## config.mk

```make
export PLATFORM = sky130hd
export DESIGN_NAME = reg_write_arbiter
export DESIGN_NICKNAME = d
export VERILOG_FILES = /design/src/rtl/reg_arb_pkg.sv /design/src/rtl/reg_write_arbiter_rr_picker.sv /design/src/rtl/reg_write_arbiter.sv
export SDC_FILE = /design/constraint.sdc
export NUM_CORES = 1
export LEC_CHECK = 0
export BUFFER_PORTS_ARGS = -buffer_cell sky130_fd_sc_hd__buf_4
export CELL_PAD_IN_SITES_DETAIL_PLACEMENT = 0
export CELL_PAD_IN_SITES_GLOBAL_PLACEMENT = 1
export CORE_UTILIZATION = 38
export CTS_CLUSTER_SIZE = 12
export DETAILED_ROUTE_END_ITERATION = 8
export PLACE_DENSITY = 0.85
export SETUP_SLACK_MARGIN = 0.15
export SYNTH_ARGS = -nofsm -noshare
export SYNTH_HDL_FRONTEND = slang
export SYNTH_SLANG_ARGS = --single-unit
```

## constraint.sdc

```tcl
create_clock -name clk -period 2.1 [get_ports clk]
set_input_delay 0.315 -clock clk [delete_from_list [all_inputs] [get_ports clk]]
set_output_delay 0.315 -clock clk [all_outputs]
set_load 0.02 [all_outputs]
```

## src/rtl/reg_arb_pkg.sv

```systemverilog
// Shared definitions for the register write arbiter.
//
// Holds the FSM state encoding, the default sizing of the arbiter and a small
// index helper shared by the top level.
package reg_arb_pkg;

  // Default number of requesters.
  localparam int N_DEFAULT        = 4;
  // Default shared register width in bits.
  localparam int W_DEFAULT        = 8;
  // Default number of HOLD cycles before a grant is forcibly released.
  localparam int MAX_HOLD_DEFAULT = 15;

  typedef enum logic [1:0] {
    IDLE  = 2'd0,
    GRANT = 2'd1,
    HOLD  = 2'd2
  } arb_state_e;

  // Next requester index after idx, wrapping from n-1 back to 0.
  function automatic int wrap_inc(input int idx, input int n);
    return (idx + 1 >= n) ? 0 : idx + 1;
  endfunction

endpackage

```

## src/rtl/reg_write_arbiter_rr_picker.sv

```systemverilog
// Round-robin winner selection (purely combinational).
//
// Ports:
//   req     [N-1:0]  : request vector
//   ptr     [PW-1:0] : index with the highest priority this round
//   winner  [PW-1:0] : first requesting index at or above ptr, wrapping N-1 -> 0
//   any_req          : at least one request bit is set
module rr_picker
  import reg_arb_pkg::*;
#(
  parameter int N  = N_DEFAULT,
  parameter int PW = (N > 1) ? $clog2(N) : 1
) (
  input  logic [N-1:0]  req,
  input  logic [PW-1:0] ptr,
  output logic [PW-1:0] winner,
  output logic          any_req
);

  logic [PW-1:0] idx;

  // Walk the offsets from farthest to nearest so the last hit, which is the
  // one closest to ptr, is the one that sticks.
  always_comb begin
    winner  = '0;
    any_req = 1'b0;
    idx     = '0;
    for (int off = N - 1; off >= 0; off--) begin
      idx = PW'((int'(ptr) + off) % N);
      if (req[idx]) begin
        winner  = idx;
        any_req = 1'b1;
      end
    end
  end

endmodule

```

## src/rtl/reg_write_arbiter.sv

```systemverilog
// Shared-register write arbiter.
//
// N requesters compete to write one W-bit register. A round-robin pick is made
// in IDLE, the winner is granted for one cycle (GRANT), writes the register if
// it is still requesting, and may then keep ownership (HOLD) for at most
// MAX_HOLD cycles before the grant is forcibly taken away.
//
// Ports:
//   clk              : clock, rising edge
//   rst              : asynchronous active-high reset
//   req     [N-1:0]  : level-held write requests
//   wdata   [N*W-1:0]: write data, requester i on bits [i*W +: W]
//   gnt     [N-1:0]  : one-hot registered grant
//   ack     [N-1:0]  : one-cycle write-done pulse to the writer
//   q       [W-1:0]  : shared register value
//   owner            : index of the last requester that wrote q
//   valid            : q has been written since reset
//   timeout          : one-cycle pulse on a forced release
module reg_write_arbiter
  import reg_arb_pkg::*;
#(
  parameter int N        = N_DEFAULT,
  parameter int W        = W_DEFAULT,
  parameter int MAX_HOLD = MAX_HOLD_DEFAULT
) (
  input  logic                 clk,
  input  logic                 rst,
  input  logic [N-1:0]         req,
  input  logic [N*W-1:0]       wdata,
  output logic [N-1:0]         gnt,
  output logic [N-1:0]         ack,
  output logic [W-1:0]         q,
  output logic [$clog2(N)-1:0] owner,
  output logic                 valid,
  output logic                 timeout
);

  localparam int PW = $clog2(N);
  localparam int CW = $clog2(MAX_HOLD + 1);

  arb_state_e    state_q, state_d;
  logic [PW-1:0] win_q, win_d;
  logic [PW-1:0] ptr_q, ptr_d;
  logic [CW-1:0] cnt_q, cnt_d;

  logic [N-1:0]  gnt_d;
  logic [N-1:0]  ack_d;
  logic [W-1:0]  q_d;
  logic [PW-1:0] owner_d;
  logic          valid_d;
  logic          timeout_d;

  logic [PW-1:0] pick_win;
  logic          pick_any;

  rr_picker #(
    .N  (N),
    .PW (PW)
  ) u_picker (
    .req     (req),
    .ptr     (ptr_q),
    .winner  (pick_win),
    .any_req (pick_any)
  );

  always_comb begin
    state_d   = state_q;
    win_d     = win_q;
    ptr_d     = ptr_q;
    cnt_d     = cnt_q;
    gnt_d     = gnt;
    ack_d     = '0;
    q_d       = q;
    owner_d   = owner;
    valid_d   = valid;
    timeout_d = 1'b0;

    unique case (state_q)
      IDLE: begin
        gnt_d = '0;
        if (pick_any) begin
          win_d           = pick_win;
          gnt_d[pick_win] = 1'b1;
          state_d         = GRANT;
        end
      end

      GRANT: begin
        if (req[win_q]) begin
          q_d          = wdata[win_q*W +: W];
          ack_d[win_q] = 1'b1;
          owner_d      = win_q;
          valid_d      = 1'b1;
          ptr_d        = PW'(wrap_inc(int'(win_q), N));
          cnt_d        = '0;
          state_d      = HOLD;
        end else begin
          // Winner dropped its request before writing: abandon without
          // advancing the round-robin pointer.
          gnt_d   = '0;
          state_d = IDLE;
        end
      end

      HOLD: begin
        // A voluntary release takes precedence over the hold limit, so a
        // requester leaving on its last allowed cycle never sees a timeout.
        if (!req[win_q]) begin
          gnt_d   = '0;
          state_d = IDLE;
        end else if (cnt_q >= CW'(MAX_HOLD - 1)) begin
          gnt_d     = '0;
          timeout_d = 1'b1;
          state_d   = IDLE;
        end else begin
          cnt_d = cnt_q + 1'b1;
        end
      end

      default: begin
        gnt_d   = '0;
        state_d = IDLE;
      end
    endcase
  end

  always_ff @(posedge clk or posedge rst) begin
    if (rst) begin
      state_q <= IDLE;
      win_q   <= '0;
      ptr_q   <= '0;
      cnt_q   <= '0;
      gnt     <= '0;
      ack     <= '0;
      q       <= '0;
      owner   <= '0;
      valid   <= 1'b0;
      timeout <= 1'b0;
    end else begin
      state_q <= state_d;
      win_q   <= win_d;
      ptr_q   <= ptr_d;
      cnt_q   <= cnt_d;
      gnt     <= gnt_d;
      ack     <= ack_d;
      q       <= q_d;
      owner   <= owner_d;
      valid   <= valid_d;
      timeout <= timeout_d;
    end
  end

endmodule

```

# Word level (Yosys, flattened, before mapping)
# Index checks and enable logic that the tools add are counted.
[op_classes] reduce_logical=9 eq_ne=8 add_sub_neg=5 n_mux=42 n_shift=1 magnitude_cmp=10
[op_table] op="$mux W4" count=9
[op_table] op="$shiftx A32 B6 Y8" count=1
[op_table] op="$lt A2 B3 Y1 const B" count=6
[op_table] op="$mux W2" count=9
[op_table] op="$mux W1" count=14
[op_table] op="$pmux W4 S3" count=1
[op_table] op="$bmux W1 S2" count=5
[op_table] op="$ne A2 B2 Y1 const B" count=5
[op_table] op="$pmux W4 S2" count=1
[op_table] op="$reduce_and A2 Y1" count=4
[op_table] op="$pmux W2 S3" count=1
[op_table] op="$add A2 B2 Y2 const B" count=2
[op_table] op="$add A4 B1 Y4 const B" count=1
[op_table] op="$demux W1 S2" count=2
[op_table] op="$ge A2 B1 Y1 const B" count=2
[op_table] op="$ge A4 B4 Y1 const B" count=1
[op_table] op="$reduce_and A4 Y1" count=1
[op_table] op="$add A2 B1 Y3 const B" count=1
[op_table] op="$ge A3 B3 Y1 const B" count=1
[op_table] op="$ne A3 B3 Y1 const B" count=1
[op_table] op="$add A2 B1 Y2 const B" count=1
[op_table] op="$eq A2 B1 Y1 const B" count=1
[op_table] op="$eq A2 B2 Y1 const B" count=1
[op_table] op="$logic_and A1 B1 Y1" count=2
[op_table] op="2 further kinds" count=2
[totals] out_inout_bits=20 regBits=30

# Depth between registers and ports, before layout
[logic_depth] word_depth=13 depth_mapped=6 depth_no_buf=6

# Hierarchy
# From an unflattened synthesis, not the netlist that was laid out.
[unflattened] hier_cells=149 hier_area_um2=1606.5
[modules_own_cells] module="reg_write_arbiter" instances=1 cells_each=136 area_each_um2=1529.0
[modules_own_cells] module="rr_picker" instances=1 cells_each=13 area_each_um2=77.6

# Worst setup path before layout
# No wires, ideal clock.
[synth_timing] path_kind="flip-flop to flip-flop" from="register win_q[0]" to="register ptr_q[1]" path_stages_with_launch=5 n_path_buf=1 slack_ps=370 period_less_slack_ps=1730 required_ps=1975 arrival_ps=1605 path_cell_list="dfrtp_1 > mux4_2 > nand2_4 > buf_6 > mux2_4"
[synth_via] elab_chain_len=3 elab_cells_between_ends=6
[synth_rtl] element="from (decl)" line="reg_write_arbiter.sv:42" rtl="logic [PW-1:0] win_q, win_d;"
[synth_rtl] element="from (signal assigned)" line="reg_write_arbiter.sv:141" rtl="win_q <= win_d;"
[synth_rtl] element="$add A2 B1 Y3 / $bmux W1 S2 (equally long branches)" line="reg_arb_pkg.sv:22, reg_write_arbiter.sv:89"
[synth_rtl] element="$ge A3 B3 Y1 / $mux W1 (equally long branches)" line="reg_arb_pkg.sv:22, reg_write_arbiter.sv:89"
[synth_rtl] element="$mux W2 / $reduce_and A2 Y1 (equally long branches)"
[synth_rtl] element="to (signal assigned)" line="reg_write_arbiter.sv:142" rtl="ptr_q <= ptr_d;"
[synth_rtl] element="to (decl)" line="reg_write_arbiter.sv:43" rtl="logic [PW-1:0] ptr_q, ptr_d;"
# Parallel ways exist; a longest one is shown, timed or not. The select of a mux whose other input is x is not followed.
# A chain may end at the register's enable or synchronous reset.

# Worst setup path after layout
[layout_timing] from="register state_q[0]" to="register gnt[2]"
[layout_via] elab_chain_len=3 elab_cells_between_ends=7
[layout_rtl] element="from (decl)" line="reg_write_arbiter.sv:41" rtl="arb_state_e state_q, state_d;"
[layout_rtl] element="from (signal assigned)" line="reg_write_arbiter.sv:140" rtl="state_q <= state_d;"
[layout_rtl] element="$eq A2 B2 Y1 / $eq A2 B1 Y1 (equally long branches)" line="reg_write_arbiter.sv:78" rtl="unique case (state_q)"
[layout_rtl] element="$ne A3 B3 Y1 (no line) / $ne A2 B2 Y1 (equally long branches)"
[layout_rtl] element="$reduce_and A2 Y1 (no line)"
[layout_rtl] element="to (signal assigned)" line="reg_write_arbiter.sv:144" rtl="gnt <= gnt_d;"
[layout_rtl] element="to (decl)" line="reg_write_arbiter.sv:30" rtl="output logic [N-1:0] gnt,"
# Parallel ways exist; a longest one is shown, timed or not.

==> flow_results.org <==
** Outcome
- Outcome :: completed

** Detailed routing
- The first routing iteration left 48 violations.
- The first detailed-routing pass ran for 4 iterations.
- Post-route antenna net violation count :: 0
- Dividing the detail-routed via count by the number of cells gives between 5 and 6.
- Summing over every cut layer, the via total after detailed routing is about 1300.
- The final layout contains routed wiring with a total length of roughly 3.5 mm.
- Dividing the detail-routed wire length by the instance count gives roughly 15 um.
- Remaining design rule violation count :: 0

** Global route
- Number of antenna violations at the first check in global routing :: 0
- Number of global-route vias before repair :: roughly 1200
- The first global-routing pass estimated roughly 5.7 mm of wire.
- GRT overflow :: 0
- Maximum number of pins on one net before global-route repair :: 31
- Total Routing Usage GR :: 0.177

** Synthesis
- Averaged over all synthesized cells, the footprint is 13.0 um^2.
- The most used flip-flop cell after synthesis is dfrtp_1.
- The share of the Yosys chip area taken by registers is 0.473.
- Of the post-synthesis cell area, the dominant cell type holds 0.473.
- Number of synthesized flops with an enable pin :: 0
- Synthesis produced a netlist with a net count of about 170.
- Leading area contributor after synthesis :: dfrtp_1
- Number of library cell types mapped by synthesis :: 35
- Proportion of synthesized flip-flops having asynchronous set or reset :: 1.00
- Synthesized area :: approximately 1600 um^2
- After synthesis, the cell types taking the most area are dfrtp_1 47%, mux4_2 13%, mux2_2 6.4%.
- Number of synthesized register bits :: 30
- The cell count after synthesis came out at approximately 120.
- Number of warning messages in the yosys log :: 0

** Worst setup path
- Required time reported for the critical path endpoint :: about 2300 ps
- Crit. End Element :: flip-flop
- Walking the worst path, the cells encountered are nor2b_1, a21oi_1, nor2b_1, a32o_1.
- STA classifies the critical path startpoint as a flip-flop.
- Peak per-stage delay on the critical path :: between 500 and 600 ps
- Cell mode on critical path :: nor2b_1
- Classification of the worst setup path :: reg2reg
- Arrival time of data at the critical path endpoint :: 1960 ps
- Cell type of the slowest stage on the worst timing path :: nor2b_1
- Along the worst path, the maximum fanout reaches 9.

** Timing
- In the final timing run, aggregate negative setup slack is 0 ps.
- Post-Route Skew :: 13.5 ps
- Final setup violation count :: 0
- Measured against its own limit, the worst slew margin works out to 0.628.
- Upper clock frequency limit :: 569 MHz
- RSZ-0062 raised after global routing :: false
- At the pin with the least slew margin, the transition time is ~560 ps.
- Final critical path time including I/O delays and setup :: 1760 ps
- Final Hold Viols :: 0
- Crit share post-route :: 0.837
- The count of pins over their slew limit was 0.

** Finish
- Final net count :: about 230
- Total inserted antenna cells :: 0
- Of the cells placed in the final design, the portion with a size suffix greater than 1 is 0.489.
- In the layout the commonest cells are 60 x buf_4, 30 x dfrtp_1, 9 x mux4_2, 9 x mux2_2, 8 x clkbuf_8.
- The layout has 365 filler cells.
- The library cell used most frequently in the layout, excluding fill and tap cells, is buf_4.
- The multi-input combinational cells in the finished layout cover a total of 778 um^2.
- Area taken by flip-flops and latches :: approximately 750 um^2
- Area overhead of the layout relative to synthesis :: 37.1%
- Final non-filler cell area :: 2170 um^2

** Job
- Max-cap violations in this run came to 0.

** Power
- The share of total power dissipated in the clock network is 0.178.
- Switching part of the total :: 0.377
- Summed over all nets, the switching power comes to 1.14 mW.
- Internal power consumption :: ~1.9 mW
- Lkg Pwr :: roughly 1.0 nW
- Combinational fraction of design power :: 0.493
- Proportion of power drawn by flip-flops and latches :: 0.330
- Pwr Density :: around 1400 nW/um^2
- Across the VDD grid, the largest voltage drop is between 0.6 and 0.7 mV.

** Clock tree
- Once the clock tree was built, the setup fixing pass inserted 0 buffers.
- Clock tree synthesis inserted a total of 5 buffers.
- The root buffer cell chosen for the clock tree is clkbuf_8.
- In this run, post-CTS hold repair placed 0 buffers.
- CTS tree :: yes
- Clock-pin slew was measured on the worst setup and hold paths at approximately 70 ps.
- Source-to-sink clock delay at the later pin of the worst-skew pair :: between 200 and 300 ps
- Gates resized, CTS repair :: 0
- Clock sinks :: 30
- H-Tree Level Count :: 2
- Clock Path Buffers :: 2

** Die
- The initial utilization of the core area, before any placement, comes to 0.397.
- From left edge to right edge, the die measures about 67 um.
- Die ar. :: about 4400 um^2
- Std cell rows :: 23
- Boundary pin count :: between 50 and 60
- Core area :: about 4000 um^2
- In this run the vertical extent of the chip is between 60 and 70 um.

** Place
- Final GP Congestion :: ~0.9
- The count of buffers added on input and output ports is 57.
- The wire-length estimate of the detail-placed layout is between 2 and 3 mm.
- Standard cell area after detailed placement :: 2060 um^2

** Worst hold path
- The worst hold path belongs to the class in2async.
## power by group through the flow
stage               sequential, mW  clock [mW]  combinational [mW]
floorplan                     1.11           0               0.910
global placement             0.989           0                1.44
detailed placement           0.998           0                1.50
CTS                          0.993       0.547                1.50
global route                  1.03       0.572                1.62
finish                       0.997       0.537                1.49
## logic make-up after synthesis
family | after synthesis | synth area share
flip-flops | 30 | 0.473
multiplexers | 23 | 0.229
AND/OR/NAND/NOR | 28 | 0.105
AO/OA/AOI/OAI | 22 | 0.101
buffers and inverters | 12 | 0.0363
adder cells (fa/ha/maj) | 7 | 0.0552
## state kept, by name (all words and copies together) (netlist names), 2 cells and up
| signal | flops |
|---|---|
| state_q | 2 |
| cnt_q | 4 |
| win_q | 2 |
| ack | 4 |
| owner | 2 |
| ptr_q | 2 |
| q | 8 |
| gnt | 4 |
## stage by stage
step	utilization	hold slack [ps]	cells	total power, mW	worst slack [ps]
floorplan	-	406	122	2.02	370
global placement	0.516	410	226	2.43	380
detailed placement	0.516	420	226	2.50	339
CTS	0.544	119	234	3.04	351
global route	0.544	136	234	3.22	234
finish	0.544	109	234	3.02	341
## critical path, delay by kind of cell, from the launching register on
| kind | cells | cell delay, ps |
|---|---|---|
| and+or+nand+nor | 2 | 890 |
| DFF | 1 | 510 |
| AOI/OAI and AO/OA | 2 | 280 |
## routing by layer
layer	global-route usage	wire length [um]	vias to the layer above
li1	-	-	581
met1	0.214	1450	615
met2	0.294	1790	62
met3	0.0582	231	6
met4	0.0612	63	0
met5	0	0	-
## synth_stat cells, drive strengths merged, types with 3 or more instances
master and instances:
inv 6, nand2 5, nor3 3, a32o 5, clkbuf 3, nor2 3
mux2 11, a21oi 4, nor3b 3, nor2b 6, mux4 9, ha 7
and3 4, buf 3, o21ai 4, mux2i 3, dfrtp 30
## layout make-up
type | instances | share of cell area
Multi-Input combinational cell | 80 | 0.358
Inverter | 6 | 0.0104
Sequential cell | 30 | 0.345
Clock buffer | 8 | 0.0506
Timing Repair Buffer | 60 | 0.207
Tap cell | 50 | 0.0288
## final timing paths
| kind | slack, ps | depth (start not counted) | from | end |
|---|---|---|---|---|
| max | 340 | 4 | state_q[0]$_DFFE_PP0P_ | gnt[2]$_DFFE_PP0P_ |
| min | 110 | 3 | rst | cnt_q[1]$_DFFE_PP0P_ |
| max reg2reg | 340 | 4 | state_q[0]$_DFFE_PP0P_ | gnt[2]$_DFFE_PP0P_ |
| min reg2reg | 480 | 1 | valid$_DFFE_PP0P_ | valid$_DFFE_PP0P_ |
| max in group asynchronous | 1710 | 3 | rst | cnt_q[3]$_DFFE_PP0P_ |
| min in group clk | 480 | 1 | valid$_DFFE_PP0P_ | valid$_DFFE_PP0P_ |
No activity file was read; power rests on OpenSTA's default activity.
